==> src/rtl/seven_seg_pkg.sv <==
`default_nettype none
// +-----------------------------------------------------------------------+
// | seven_seg_pkg                                                         |
// | Shared types and constants for the seven-segment display path.        |
// | Rev 1.0                                                               |
// +-----------------------------------------------------------------------+
package seven_seg_pkg;

  localparam int DIGIT_W   = 4;
  localparam int DISPLAY_W = 4 * DIGIT_W;

  localparam logic [DISPLAY_W-1:0] IDLE_VAL_DEFAULT = 16'h0000;

  typedef enum logic [0:0] {
    ST_IDLE  = 1'b0,
    ST_OWNED = 1'b1
  } arb_state_t;

endpackage
`default_nettype wire

==> src/rtl/rr_picker.sv <==
`default_nettype none
// +-----------------------------------------------------------------------+
// | rr_picker                                                             |
// | First set bit of mask searching upward from ptr+1 with wrap-around.   |
// | Rev 1.0                                                               |
// +-----------------------------------------------------------------------+
module rr_picker #(
  parameter int N    = 4,
  parameter int ID_W = $clog2(N)
) (
  input  logic [N-1:0]    mask,
  input  logic [ID_W-1:0] ptr,
  output logic            found,
  output logic [ID_W-1:0] idx
);

  logic [ID_W-1:0] w_cand;

  // Walk from the farthest slot back to ptr+1 so the nearest hit wins last.
  always_comb begin
    found  = 1'b0;
    idx    = '0;
    w_cand = '0;
    for (int k = N; k >= 1; k--) begin
      w_cand = ID_W'((int'(ptr) + k) % N);
      if (mask[w_cand]) begin
        found = 1'b1;
        idx   = w_cand;
      end
    end
  end

endmodule
`default_nettype wire

==> src/rtl/seven_seg_display_arbiter.sv <==
`default_nettype none
// +-----------------------------------------------------------------------+
// | seven_seg_display_arbiter                                             |
// | Round-robin display sharing with a minimum hold time per owner.       |
// | Rev 1.0                                                               |
// +-----------------------------------------------------------------------+
module seven_seg_display_arbiter
  import seven_seg_pkg::*;
#(
  parameter int                    NUM_REQ     = 4,
  parameter int                    HOLD_CYCLES = 100_000_000,
  parameter logic [DISPLAY_W-1:0]  IDLE_VAL    = IDLE_VAL_DEFAULT,
  parameter int                    ID_W        = $clog2(NUM_REQ)
) (
  input  logic                           clk,
  input  logic                           rst_n,
  input  logic [NUM_REQ-1:0]             req,
  input  logic [NUM_REQ*DISPLAY_W-1:0]   data_in,
  output logic [NUM_REQ-1:0]             grant,
  output logic [ID_W-1:0]                owner_id,
  output logic                           busy_out,
  output logic [DISPLAY_W-1:0]           val_out,
  output logic                           switch_pulse
);

  localparam logic [31:0] C_HOLD_MAX = 32'(HOLD_CYCLES - 1);

  arb_state_t           r_state, w_state_nxt;
  logic [ID_W-1:0]      r_owner, w_owner_nxt, r_ptr, w_pick_idx;
  logic [NUM_REQ-1:0]   r_grant, w_grant_nxt, w_mask;
  logic [31:0]          r_cnt, w_cnt_nxt;
  logic [DISPLAY_W-1:0] r_val, w_val_nxt;
  logic                 r_pulse, w_change, w_found, w_owner_req;

  // r_grant is all zero when idle, so this also covers the unowned case.
  assign w_mask      = req & ~r_grant;
  assign w_owner_req = req[r_owner];

  rr_picker #(
    .N    (NUM_REQ),
    .ID_W (ID_W)
  ) u_picker (
    .mask  (w_mask),
    .ptr   (r_ptr),
    .found (w_found),
    .idx   (w_pick_idx)
  );

  always_comb begin
    w_state_nxt = r_state;
    w_owner_nxt = r_owner;
    w_cnt_nxt   = r_cnt;
    w_change    = 1'b0;
    case (r_state)
      ST_IDLE: begin
        if (w_found) begin
          w_state_nxt = ST_OWNED;
          w_owner_nxt = w_pick_idx;
          w_cnt_nxt   = '0;
          w_change    = 1'b1;
        end
      end
      ST_OWNED: begin
        // A dropped owner is released even if its hold has expired too.
        if (!w_owner_req || (r_cnt == C_HOLD_MAX && w_found)) begin
          w_change  = 1'b1;
          w_cnt_nxt = '0;
          if (w_found) begin
            w_owner_nxt = w_pick_idx;
          end else begin
            w_state_nxt = ST_IDLE;
            w_owner_nxt = '0;
          end
        end else if (r_cnt != C_HOLD_MAX) begin
          w_cnt_nxt = r_cnt + 32'd1;
        end
      end
      default: begin
        w_state_nxt = ST_IDLE;
        w_owner_nxt = '0;
        w_cnt_nxt   = '0;
      end
    endcase
  end

  always_comb begin
    w_grant_nxt = '0;
    w_val_nxt   = IDLE_VAL;
    if (w_state_nxt == ST_OWNED) begin
      w_grant_nxt[w_owner_nxt] = 1'b1;
      w_val_nxt = data_in[DISPLAY_W*w_owner_nxt +: DISPLAY_W];
    end
  end

  always_ff @(posedge clk or negedge rst_n) begin
    if (!rst_n) begin
      r_state <= ST_IDLE;
      r_owner <= '0;
      r_grant <= '0;
      r_cnt   <= '0;
      r_ptr   <= ID_W'(NUM_REQ - 1);
      r_val   <= IDLE_VAL;
      r_pulse <= 1'b0;
    end else begin
      r_state <= w_state_nxt;
      r_owner <= w_owner_nxt;
      r_grant <= w_grant_nxt;
      r_cnt   <= w_cnt_nxt;
      r_val   <= w_val_nxt;
      r_pulse <= w_change;
      if (w_change && w_state_nxt == ST_OWNED) begin
        r_ptr <= w_owner_nxt;
      end
    end
  end

  assign grant        = r_grant;
  assign owner_id     = r_owner;
  assign busy_out     = (r_state == ST_OWNED);
  assign val_out      = r_val;
  assign switch_pulse = r_pulse;

endmodule
`default_nettype wire

==> config.mk <==
export PLATFORM = sky130hd
export DESIGN_NAME = seven_seg_display_arbiter
export DESIGN_NICKNAME = d
export VERILOG_FILES = /design/src/rtl/seven_seg_pkg.sv /design/src/rtl/rr_picker.sv /design/src/rtl/seven_seg_display_arbiter.sv
export SDC_FILE = /design/constraint.sdc
export NUM_CORES = 1
export LEC_CHECK = 0
export BUFFER_PORTS_ARGS = -buffer_cell sky130_fd_sc_hd__buf_2
export CAP_MARGIN = 0
export CORE_MARGIN = 4
export CORE_UTILIZATION = 39
export CTS_CLUSTER_SIZE = 14
export DETAILED_ROUTE_END_ITERATION = 7
export SKIP_CTS_REPAIR_TIMING = 1
export SLEW_MARGIN = 20
export SYNTH_ARGS = -nofsm -noshare
export SYNTH_HDL_FRONTEND = slang
export SYNTH_HIERARCHICAL = 1
export SYNTH_SLANG_ARGS = --single-unit
==> constraint.sdc <==
create_clock -name clk -period 2.9 [get_ports clk]
set_clock_uncertainty 0.05 [all_clocks]
set_input_delay 0.29 -clock clk [delete_from_list [all_inputs] [get_ports clk]]
set_output_delay 0.29 -clock clk [all_outputs]
set_load 0.01 [all_outputs]
==> results of run 1 <==
-- layer usage --
layer | global-route usage [%] | share of wire [%] | vias up
met3 | 6.38 | 9.7 | 8
met1 | 21.0 | 44 | 1273
met4 | 5.99 | 1.1 | 0
met2 | 27.0 | 45 | 98
li1 | - | - | 1361
met5 | 0 | 0 | -
-- sequential cells by signal (all words and copies together) (netlist names) --
name	cells
val_out	16
r_cnt	32
grant	4
r_ptr	2
owner_id	2
switch_pulse	1
busy_out	1
-- through the flow --
stage	area (um2)	hold WS, ns	utilization (%)	power (uW)
finish	4050	0.0570	49.5	3630
global placement	3850	0.437	47.0	2880
detailed placement	3850	0.442	47.0	2920
global route	4050	0.114	49.5	3910
floorplan	3270	-0.0556	-	2520
CTS	4050	0.0775	49.5	3690
-- power by group through the flow --
stage	sequential (uW)	clock, uW	combinational [uW]
2_1_floorplan	1210	0	1310
3_3_place_gp	1130	0	1760
3_5_place_dp	1130	0	1790
4_1_cts	1120	783	1790
5_1_grt	1140	822	1950
6_report	1110	761	1760
-- worst max path at each step --
stage / from / slack (ns) / endpoint / cells past startpoint
after floorplan: grant[1] / 0.58 / r_cnt[23] / 9
after global placement: req[0] / 0.42 / r_cnt[20] / 11
after detailed placement: r_cnt[0] / 0.35 / val_out[9] / 8
after CTS: r_cnt[0] / 0.33 / val_out[13] / 8
after global routing: r_cnt[0] / 0.16 / val_out[15] / 8
final: r_cnt[0] / 0.35 / val_out[14] / 8
-- cell type report --
cell class                 instances  area, um2
clock buffer                      11        151
clock inverter                     5       52.6
fill                             762       4130
inverter                          14       52.6
multi-input combinational        237       1660
sequential                        58       1450
tap                              105        131
timing repair buffer             103        553
-- worst max-delay path: cells and delay by family (launching register included) --
family,cells,cell delay (ns)
flops,1,0.40
simple gates,2,0.60
fa+ha+maj,1,0.24
mux,1,0.23
buf+inv,1,0.28
compound gates,3,0.59
-- cell usage after synthesis, types with 2 or more instances --
library cell                number  area (um2)
sky130_fd_sc_hd__dfrtp_1        56        1400
sky130_fd_sc_hd__nor2_1         43         161
sky130_fd_sc_hd__mux2i_1        33         330
sky130_fd_sc_hd__nand2_1        19        71.3
sky130_fd_sc_hd__o22ai_1        16         100
sky130_fd_sc_hd__xor2_1         16         140
sky130_fd_sc_hd__inv_1          14        52.6
sky130_fd_sc_hd__nand3_1        12        60.1
sky130_fd_sc_hd__o21ai_0        11        55.1
sky130_fd_sc_hd__xnor2_1         9        78.8
sky130_fd_sc_hd__a21oi_1         6        30.0
sky130_fd_sc_hd__nand4_1         5        31.3
sky130_fd_sc_hd__nor4_1          5        31.3
sky130_fd_sc_hd__buf_2           4        20.0
sky130_fd_sc_hd__nor2b_1         4        25.0
sky130_fd_sc_hd__a211oi_1        3        22.5
sky130_fd_sc_hd__a31o_2          3        26.3
sky130_fd_sc_hd__a31oi_1         3        18.8
sky130_fd_sc_hd__mux2_2          3        33.8
sky130_fd_sc_hd__nand2b_1        3        18.8
sky130_fd_sc_hd__o211ai_1        3        22.5
sky130_fd_sc_hd__and2_1          2        12.5
sky130_fd_sc_hd__and3_1          2        12.5
sky130_fd_sc_hd__buf_12          2        40.0
sky130_fd_sc_hd__buf_6           2        22.5
sky130_fd_sc_hd__clkbuf_1        2        7.51
sky130_fd_sc_hd__dfstp_2         2        52.6
sky130_fd_sc_hd__nor3_1          2        10.0
sky130_fd_sc_hd__o2111ai_1       2        17.5
sky130_fd_sc_hd__or3_1           2        12.5
sky130_fd_sc_hd__or4_1           2        15.0
-- cells by family after synthesis --
| kind of cell | after synthesis | share of synthesized area (%) |
|---|---|---|
| xor+xnor | 25 | 6.70 |
| buf+inv | 26 | 5.25 |
| mux | 36 | 11.1 |
| simple gates | 116 | 19.2 |
| fa+ha+maj | 1 | 0.383 |
| compound gates | 59 | 12.8 |
| flops | 58 | 44.5 |
==> results by stage, run 1 <==
Synth:
- The share of synthesized registers carrying an async set or reset is 100%.
- Yosys printed 6 warnings.
- The share of the yosys chip area belonging to registers is 44.5%.
- The most used flip-flop cell after synthesis is sky130_fd_sc_hd__dfrtp_1.
- The count of mapped cells out of synthesis is approximately 320.
- The number of nets in the synthesized netlist is 392.
- The number of synthesized register bits is 58.
- The synthesized netlist contains 61 unique library cells.
- The synthesized area divided by synthesized cell count is ~10 um2.
- The count of flip-flops with a built-in enable after synthesis is 0.
- The mapped cell area is 0.00327 mm2.

Placement:
- Counting tap cells, the placed design contains a total of 517 instances.
- The port buffer count is 93.
- The placer's final routability congestion estimate is 0.762.
- The worst slack at placement is 0.351 ns.
- The half-perimeter wire length after placement is 5.80 mm.

STA:
- The share of the clock period used by the worst path is 87.9%.
- For the pin with the worst max-slew slack, the measured transition is 0.751 ns.
- Setup repair after global routing left no endpoint under its margin.
- The final setup violation count is 0.
- The worst slew margin relative to its limit is 49.9%.
- The number of hold violations in the final report came to 0.
- The final-report max-slew violation count is 0.
- For this run, the top clock speed supported by timing is slightly below 400 MHz.
- The final sum of negative setup slack is 0 ns.
- Subtracting the final worst setup slack from the clock period gives 2.55 ns.
- Setup slack closes at about 0.35 ns.

Routing:
- Across all layers, the routed design uses 2,740 vias.
- After the first detailed-routing iteration, the DRC count stood at between 100 and 150.
- Before antenna repair, the detailed router went through 5 iterations.
- In the routed design, unresolved DRC markers number 0.
- The average routed wire per standard cell is 14.6 um.
- In this run the remaining antenna-violating nets after routing total 0.
- The routed via count divided by cell count is 5.14.
- The post-detailed-routing wire length is 7.80 mm.

Pwr:
- The leakage power summed over all cells is between 0.0015 and 0.002 uW.
- The total power per unit cell area is 897 mW/mm2.
- In this run, the clock network consumes about a fifth of the power.
- In this run switching power makes up 38.4% of total power.
- Registers are responsible for 30.7% of the overall power.
- The cell internal power dissipation is 2240 uW.
- Across the VDD grid, the largest voltage drop is 589 uV.
- The combinational power share is about half.
- The net switching component of the power is 1390 uW.

Critical path:
- The slowest cell on the critical path is sky130_fd_sc_hd__nor4_4.
- The required arrival time at the worst endpoint is 3.06 ns.
- For this run, the slowest stage of the critical path takes 0.43 ns.
- The worst reg2reg path startpoint is r_cnt[0].
- The worst setup path is of the reg -> reg kind.
- The endpoint identified for the worst register-to-register timing path is val_out[14].
- STA classifies the critical path endpoint as a flip-flop.
- The setup check on the worst reg-to-reg path leaves a slack of about 0.35 ns.
- The data arrival time of the worst path is 2.71 ns.
- For the worst flop-to-flop path, the logic depth is 8.
- Walking the worst path, the cells encountered are ha_1 -> nand4_2 -> nor4_4 -> a211oi_1 -> a311oi_4 -> buf_12 -> mux2i_1 -> o22ai_1.
- The startpoint type of the worst setup path is a flip-flop.
- The largest fanout of any net on the critical path is 36.

Clock tree:
- At the later pin of the worst-skew pair, clock insertion delay measures 0.33 ns.
- After clock tree synthesis, the clock-pin slew on the worst setup and hold paths is 0.07 ns.
- The clock tree synthesis step divided the H-tree into 3 levels.
- The clock tree from TritonCTS is built.
- In this run the clock root is driven by a sky130_fd_sc_hd__clkbuf_8.
- The clock sink count is 58.
- The total clock buffers created by CTS is 9.
- The number of buffers between clock root and the deepest sink is 2.

Final layout:
- The number of antenna diodes is 0.
- The area growth from synthesis to layout is 24.0%.
- The post-layout net count is 494.
- The filler-free cell count of the finished design is 533.
- Leaving out fill and tap cells, the most frequent cell in the layout is sky130_fd_sc_hd__buf_2.
- The post-route netlist has between 30% and 40% of its cells at a drive strength greater than 1.
- In the layout the commonest cells are sky130_fd_sc_hd__buf_2 (93), sky130_fd_sc_hd__dfrtp_1 (56), sky130_fd_sc_hd__nor2_1 (43), sky130_fd_sc_hd__mux2i_1 (33), sky130_fd_sc_hd__nand2_1 (19).

Floorplanning:
- From left edge to right edge, the die measures around 100 um.
- The height of the chip is 99.5 um.
- The area enclosed by the die boundary is just under 0.01 mm2.
- The floorplan step defined a core boundary enclosing 0.00818 mm2.
- The effective utilization at floorplan is 39.9%.
- The number of rows created at floorplan is 33.
- The number of primary I/O pins is between 90 and 100.

Hold path:
- The path category of the worst min-delay check is in -> async.

GRT:
- The first global-routing pass estimated 13.3 mm of wire.
- The total routing usage reported by global routing is 16.9%.
- Entering global routing, the biggest net connects 59 pins.
- The via count of the first global-routing pass came to slightly below 3,000.
- The total overflow left after global routing is 0.
- The initial antenna violation count was 0.

Status:
- The run finished with clean final reports.

Run:
- Max-cap violations in this run came to 0.
(Power assumes the default switching activity.)
==> run 2, diff against run 1 <==
--- a/config.mk
+++ b/config.mk
@@ -6,11 +6,12 @@
 export NUM_CORES = 1
 export LEC_CHECK = 0
 export BUFFER_PORTS_ARGS = -buffer_cell sky130_fd_sc_hd__buf_2
-export CAP_MARGIN = 0
 export CORE_MARGIN = 4
 export CORE_UTILIZATION = 39
 export CTS_CLUSTER_SIZE = 14
 export DETAILED_ROUTE_END_ITERATION = 7
+export PLACE_DENSITY = 0.75
+export REMOVE_ABC_BUFFERS = 1
 export SKIP_CTS_REPAIR_TIMING = 1
 export SLEW_MARGIN = 20
 export SYNTH_ARGS = -nofsm -noshare
==> run 2 against run 1 <==
The flow now finishes with violations (hold timing). Setup slack worse by 0.017 ns. Wire length grew 4.7%. Non-clock buffer count grew 2. Critical path type unchanged. Register-to-register slack lost 0.02 ns. Largest cell class unchanged. Die area unchanged. Core utilization rose by 0.18 points. Power grew 1.1%. Count of clock-buffer cells in the layout unchanged. Final cell count up 0.38%. Combinational power about the same. Global-route usage rose by 0.38 points.
==> results by stage, run 2 (same netlist as run 1, synthesis figures left out) <==
Final layout:
- The number of flip-flops under the largest register name is 32 (unchanged).
- The number of antenna diodes was 0 (unchanged).
- From synthesis to final layout, the design area changed by 24.5%.
- The fraction of final layout cells with drive strength greater than 1 came to 34.0% (+0.31 points).
- The top cell types in the final layout, fill and taps aside, are sky130_fd_sc_hd__buf_2 (93), sky130_fd_sc_hd__dfrtp_1 (56), sky130_fd_sc_hd__nor2_1 (43), sky130_fd_sc_hd__mux2i_1 (33), sky130_fd_sc_hd__nand2_1 (19).
- More flip-flops sit in one register than any other, and that register is r_cnt.
- The post-layout net count is 496 (+0.40%).
- The most common cell after layout, fill and taps aside is sky130_fd_sc_hd__buf_2.

Placement:
- The port buffer count is 93 (unchanged).
- The placer's final routability congestion estimate is 0.793 (+4.1%).
- The half-perimeter wire length after placement was 6.12 mm (+5.5%).

GRT:
- The total routing usage reported by global routing came to 17.3% (+0.38 points).
- The initial antenna violation count is 0 (unchanged).
- The overall overflow remaining after global route is 0 (unchanged).
- The wire length of the first global-routing pass came to 13.7 mm (+2.5%).
- The via count of the first global-routing pass is 3,009 (+4.0%).
- The largest net degree at the start of global routing was 37 (-37%).

Routing:
- The average routed wire per standard cell is 15.3 um (+4.3%).
- The total via count after detailed routing is 2,826 (+3.1%).
- The number of nets with antenna violations after detailed routing is 0 (unchanged).
- The total iterations of the first detailed-routing run was 5 (unchanged).
- The post-route DRC violation count is 0 (unchanged).
- The post-detailed-routing wire length is 8.17 mm (+4.7%).
- The violation count after the first detailed-routing iteration is 133 (+2.3%).
- The routed via count divided by cell count is 5.28 (+2.8%).

STA:
- The share of the clock period used by the worst path came to 88.5% (+0.59 points).
- The number of hold violations in the final report is 30 (+30).
- The final-report max-slew violation count is 0 (unchanged).
- The worst slew margin relative to its limit came to 50.1% (+0.22 points).
- The hold slack is -0.0407 ns (-0.0977 ns).
- Setup repair after global routing left no endpoint under its margin.
- The actual transition at the worst max-transition pin was 0.748 ns (-0.00332 ns).
- The final critical path time including I/O delays and setup is 2.57 ns (+0.0172 ns).
- The timing-limited maximum frequency came to 390 MHz (-0.67%).
- The final setup violation count is 0 (unchanged).
- The final sum of negative setup slack was 0 ns (unchanged).

Critical path:
- STA classifies the critical path startpoint as a flip-flop.
- The worst setup path is of the reg -> reg kind.
- The required arrival time at the worst endpoint is 3.06 ns (about the same).
- The delay of the slowest cell on the worst path is 0.43 ns (about the same).
- The slowest stage of the critical path is the sky130_fd_sc_hd__nor4_4 cell.
- The buffering stage count on the worst path with inverters included is 1 (unchanged).
- The largest fanout of any net on the critical path is 36 (unchanged).
- The signal on the critical path passes through ha_1 -> nand4_2 -> nor4_4 -> a211oi_1 -> a311oi_4 -> buf_12 -> mux2i_1 -> o22ai_1.
- The endpoint type of the worst setup path is a flip-flop.
- The cell class contributing the biggest share of worst-path delay is simple AND/OR/NAND/NOR gates.
- The data arrival time of the worst path is 2.72 ns (about the same).

Status:
- The flow ran to the end, but the final reports show violations.
- The final reports fail on hold timing.

Clock tree:
- The level count of the clock H-tree is 3 (unchanged).
- The total clock buffers created by CTS is 9 (unchanged).
- The clock insertion delay at the later pin of the skew report is 0.34 ns (about the same).
- The clock-pin slew of the registers on the worst-case setup and hold paths was 0.07 ns (about the same).
- The root buffer cell chosen for the clock tree is sky130_fd_sc_hd__clkbuf_8.
- The number of buffers between clock root and the deepest sink came to 2 (unchanged).
- The clock tree from TritonCTS is built.
- The clock sink count is 58 (unchanged).

Pwr:
- The leakage power summed over all cells is 0.00190 uW (+0.50%).
- The total power per unit cell area came to 903 mW/mm2 (+0.71%).
- The maximum vdd ir drop is 592 uV (+0.36%).

Floorplanning:
- The height of the chip came to 99.5 um (unchanged).
- The number of rows created at floorplan is 33 (unchanged).
- The number of primary I/O pins was 94 (unchanged).
- The die width is 99.5 um (unchanged).
- The core area came to 0.00818 mm2 (unchanged).
- The area enclosed by the die boundary is 0.00990 mm2 (unchanged).
- The effective utilization at floorplan is 39.9% (unchanged).

Hold path:
- The worst hold path belongs to the class in -> async.

Run:
- The total of max-cap violations came to 0 (unchanged).
[run 2: changes by cell type in the layout (fill, tap and decap cells not counted), sizes merged]
| cell | change |
|---|---|
| buf | +2 |
[run 2: path summary, 6_finish.rpt]
kind                       slack, ns   startpoint  cells after the start         end
min reg2reg                     0.46     r_ptr[0]                      2    r_ptr[0]
max                             0.33     r_cnt[0]                      8  val_out[6]
max reg2reg                     0.33     r_cnt[0]                      8  val_out[6]
max in group asynchronous       2.06        rst_n                      2    r_ptr[1]
min                            -0.04        rst_n                      1   r_cnt[21]
min in group clk                0.19  data_in[39]                      3  val_out[7]
[run 2: cell type report]
cell class,count,area (um2)
Fill cell,777,4110
Timing Repair Buffer,105,568
Clock inverter,5,52.6
Tap cell,105,131
Sequential cell,58,1450
Multi-Input combinational cell,237,1660
Clock buffer,11,151
Inverter,14,52.6
[run 2: power by group]
| part | switching [uW] | leakage, uW | internal [uW] | total (uW) |
|---|---|---|---|---|
| sequential | 106 | 0.000755 | 1020 | 1130 |
| clock | 323 | 0.000105 | 439 | 762 |
| combinational | 989 | 0.00104 | 792 | 1780 |
[run 2: stage by stage]
| step | setup slack, ns | power [uW] | instance area (um2) | std cells | util, % |
|---|---|---|---|---|---|
| 5_1_grt | 0.187 | 3900 | 4070 | 535 | 49.7 |
| 6_report | 0.333 | 3670 | 4070 | 535 | 49.7 |
| 3_5_place_dp | 0.339 | 2940 | 3860 | 519 | 47.2 |
| 4_1_cts | 0.346 | 3710 | 4070 | 535 | 49.7 |
| 3_3_place_gp | 0.468 | 2870 | 3860 | 519 | 47.2 |
| 2_1_floorplan | -1.29 | 2340 | 3150 | 309 | - |
[run 2: layer usage]
metal | up-vias | share of wire [%] | track usage (%) | routed length, um
met2 | 113 | 48 | 28.9 | 3890
met3 | 13 | 8.5 | 5.54 | 697
met1 | 1335 | 42 | 20.0 | 3400
li1 | 1365 | - | - | -
met5 | - | 0 | 0 | 0
met4 | 0 | 2.2 | 8.30 | 176
==> run 3, diff against run 2 <==
==> constraint.sdc (replaced) <==
create_clock -name clk -period 3.25 [get_ports clk]
set_clock_uncertainty 0.05 [all_clocks]
set_input_delay 0.325 -clock clk [delete_from_list [all_inputs] [get_ports clk]]
set_output_delay 0.325 -clock clk [all_outputs]
set_load 0.01 [all_outputs]
==> run 3 against run 2 <==
The flow now finishes without violations. Via count rose by 0.60%. Clock power barely moved. First-iteration DRC count rose by 23%. Critical path depth did not move. Worst hold slack improved by 0.26 ns. Global-route usage barely moved. Register-to-register slack improved by 0.30 ns. Design area barely moved. Highest routed layer unchanged.
==> results by stage, run 3 (same netlist as run 1, synthesis figures left out) <==
Status:
- The flow ran to the end, and the final reports show no timing, DRC or antenna violations.

STA:
- The number of hold violations in the final report is 0 (-100%).
- The timing-limited maximum frequency is 383 MHz (-1.8%).
- The share of the clock period used by the worst path was 80.4% (-8.1 points).
- The final setup violation count is 0 (unchanged).
- Setup repair after global routing left no endpoint under its margin.
- The actual transition at the worst max-transition pin is 0.664 ns (-0.0845 ns).
- The final-report max-slew violation count was 0 (unchanged).
- The worst slew margin relative to its limit is 55.8% (+5.6 points).
- The setup slack after layout is 0.636 ns (+0.303 ns).
- The final critical path time including I/O delays and setup is 2.61 ns (+0.0472 ns).

Routing:
- The total via count after detailed routing is 2,843 (+0.60%).
- The total iterations of the first detailed-routing run is 5 (unchanged).
- The post-route DRC violation count was 0 (unchanged).
- The violation count after the first detailed-routing iteration is 163 (+23%).
- The post-detailed-routing wire length is 8.05 mm (-1.5%).
- The number of nets with antenna violations after detailed routing is 0 (unchanged).
- The average routed wire per standard cell was 15.1 um (-0.90%).
- The routed via count divided by cell count is 5.34 (+1.2%).

GRT:
- The wire length of the first global-routing pass is 13.5 mm (-0.97%).
- The largest net degree at the start of global routing is 37 (unchanged).
- The overall overflow remaining after global route was 0 (unchanged).
- The total routing usage reported by global routing came to 17.3% (about the same).
- The initial antenna violation count was 0 (unchanged).
- The via count of the first global-routing pass is 2,954 (-1.8%).

Final layout:
- The total of fill cells in the finished design is 776 (-0.13%).
- The number of flip-flops under the largest register name is 32 (unchanged).
- The layout-stage area growth over the synthesis result is 24.6% (about the same).
- The utilization of the core after routing is 49.8% (about the same).
- The library cell used most frequently in the layout, excluding fill and tap cells, is sky130_fd_sc_hd__buf_2.
- The fraction of final layout cells with drive strength greater than 1 is 33.3% (-0.70 points).
- The post-layout net count was 493 (-0.60%).
- The library cells used most frequently in the layout, excluding fill and tap cells, are sky130_fd_sc_hd__buf_2 (93), sky130_fd_sc_hd__dfrtp_1 (56), sky130_fd_sc_hd__nor2_1 (43), sky130_fd_sc_hd__mux2i_1 (33), sky130_fd_sc_hd__nand2_1 (19).
- The filler-free cell count of the finished design came to 532 (-0.56%).
- The number of antenna diodes came to 0 (unchanged).
- Ranked by flip-flop count, first place goes to r_cnt.

Critical path:
- The slack of the worst reg-to-reg path is 0.64 ns (+0.30 ns).
- The worst reg2reg path startpoint is r_cnt[0].
- The startpoint type of the worst setup path is a flip-flop.
- The data arrival time of the worst path is 2.79 ns (+0.07 ns).
- STA classifies the critical path endpoint as a flip-flop.
- The length in cells of the worst reg-to-reg path is 8 (unchanged).
- The largest fanout of any net on the critical path is 36 (unchanged).
- The reg-to-reg endpoint is val_out[1].
- The critical path start-end classification is reg -> reg.
- The required arrival time at the worst endpoint was 3.42 ns (+0.36 ns).

Placement:
- The half-perimeter wire length after placement is 6.02 mm (-1.6%).
- The placer's final routability congestion estimate was 0.830 (+4.6%).
- The count of placed standard cells including taps is 515 (-0.77%).
- The port buffer count is 93 (unchanged).
- The worst slack at placement is 0.616 ns (+0.277 ns).

Floorplanning:
- The die width was 99.5 um (unchanged).
- The height of the chip is 99.5 um (unchanged).
- The effective utilization at floorplan is 39.9% (unchanged).
- The number of primary I/O pins is 94 (unchanged).
- The number of rows created at floorplan is 33 (unchanged).
- The area enclosed by the die boundary is 0.00990 mm2 (unchanged).
- The core area is 0.00818 mm2 (unchanged).

Pwr:
- The total power per unit cell area is 820 mW/mm2 (-9.2%).
- The leakage power summed over all cells is 0.00189 uW (-0.64%).
- The maximum vdd ir drop is 494 uV (-17%).

Hold path:
- The startpoint identified for the worst hold timing path is data_in[47].
- The path with the worst hold slack has its endpoint at val_out[15].
- The worst hold path was traced through 3 stages.
- The tightest min-delay check is of the in -> reg type.

Clock tree:
- The total clock buffers created by CTS is 9 (unchanged).
- The clock insertion delay at the later pin of the skew report was 0.35 ns (about the same).
- The clock sink count is 58 (unchanged).
- TritonCTS built the clock tree.
- The clock-pin slew of the registers on the worst-case setup and hold paths is 0.07 ns (about the same).
- CTS placed an instance of sky130_fd_sc_hd__clkbuf_8 at the clock tree root.
- The level count of the clock H-tree is 3 (unchanged).
- The number of buffers between clock root and the deepest sink came to 2 (unchanged).

Run:
- The total of max-cap violations is 0 (unchanged).
[run 3: worst max-delay path, cell delays in order (launching register included)]
cell and delay (ns):
sky130_fd_sc_hd__dfrtp_1 0.40, sky130_fd_sc_hd__ha_1 0.25, sky130_fd_sc_hd__nand4_2 0.19, sky130_fd_sc_hd__nor4_4 0.44, sky130_fd_sc_hd__a211oi_1 0.18, sky130_fd_sc_hd__a311oi_4 0.33
sky130_fd_sc_hd__buf_12 0.27, sky130_fd_sc_hd__mux2i_1 0.24, sky130_fd_sc_hd__o22ai_1 0.10
[run 3: final cells by class]
class,instances,area [um2],share of cell area [%]
sequential,58,1450,35.7
timing repair buffer,102,548,13.5
multi-input combinational,237,1660,40.7
tap,105,131,3.23
clock buffer,10,138,3.38
inverter,14,52.6,1.29
clock inverter,6,88.8,2.18
[run 3: stage by stage]
stage / hold slack (ns) / setup TNS (ns) / power (uW) / cell area [um2]
floorplan: -0.0206 / -22.54 / 2110 / 3150
global placement: 0.288 / 0 / 2550 / 3830
detailed placement: 0.291 / 0 / 2600 / 3830
CTS: -0.0798 / 0 / 3370 / 4060
global route: 0.217 / 0 / 3560 / 4070
finish: 0.219 / 0 / 3340 / 4070
[run 3: how the worst max path moves through the flow]
stage,end,from,slack (ns),cells past startpoint
2_1_floorplan,val_out[0],grant[1],-0.94,8
3_3_place_gp,val_out[8],req[1],0.70,10
4_1_cts,val_out[8],r_cnt[0],0.62,8
5_1_grt,val_out[1],r_cnt[0],0.39,8
3_5_place_dp,val_out[8],req[0],0.62,10
6_report,val_out[1],r_cnt[0],0.64,8
[run 3: routing by layer]
| layer | up-vias | GRT usage (%) | wire length (um) |
|---|---|---|---|
| li1 | 1362 | - | - |
| met1 | 1356 | 20.2 | 3340 |
| met2 | 108 | 28.8 | 3870 |
| met3 | 17 | 6.17 | 653 |
| met4 | 0 | 7.14 | 178 |
| met5 | - | 0 | 0 |
[run 3: report_power, final]
group          total [uW]  internal (uW)  switching, uW  leakage [uW]
logic                1570            692            881       0.00103
clock network         759            453            306      0.000109
registers            1000            911           93.3      0.000755
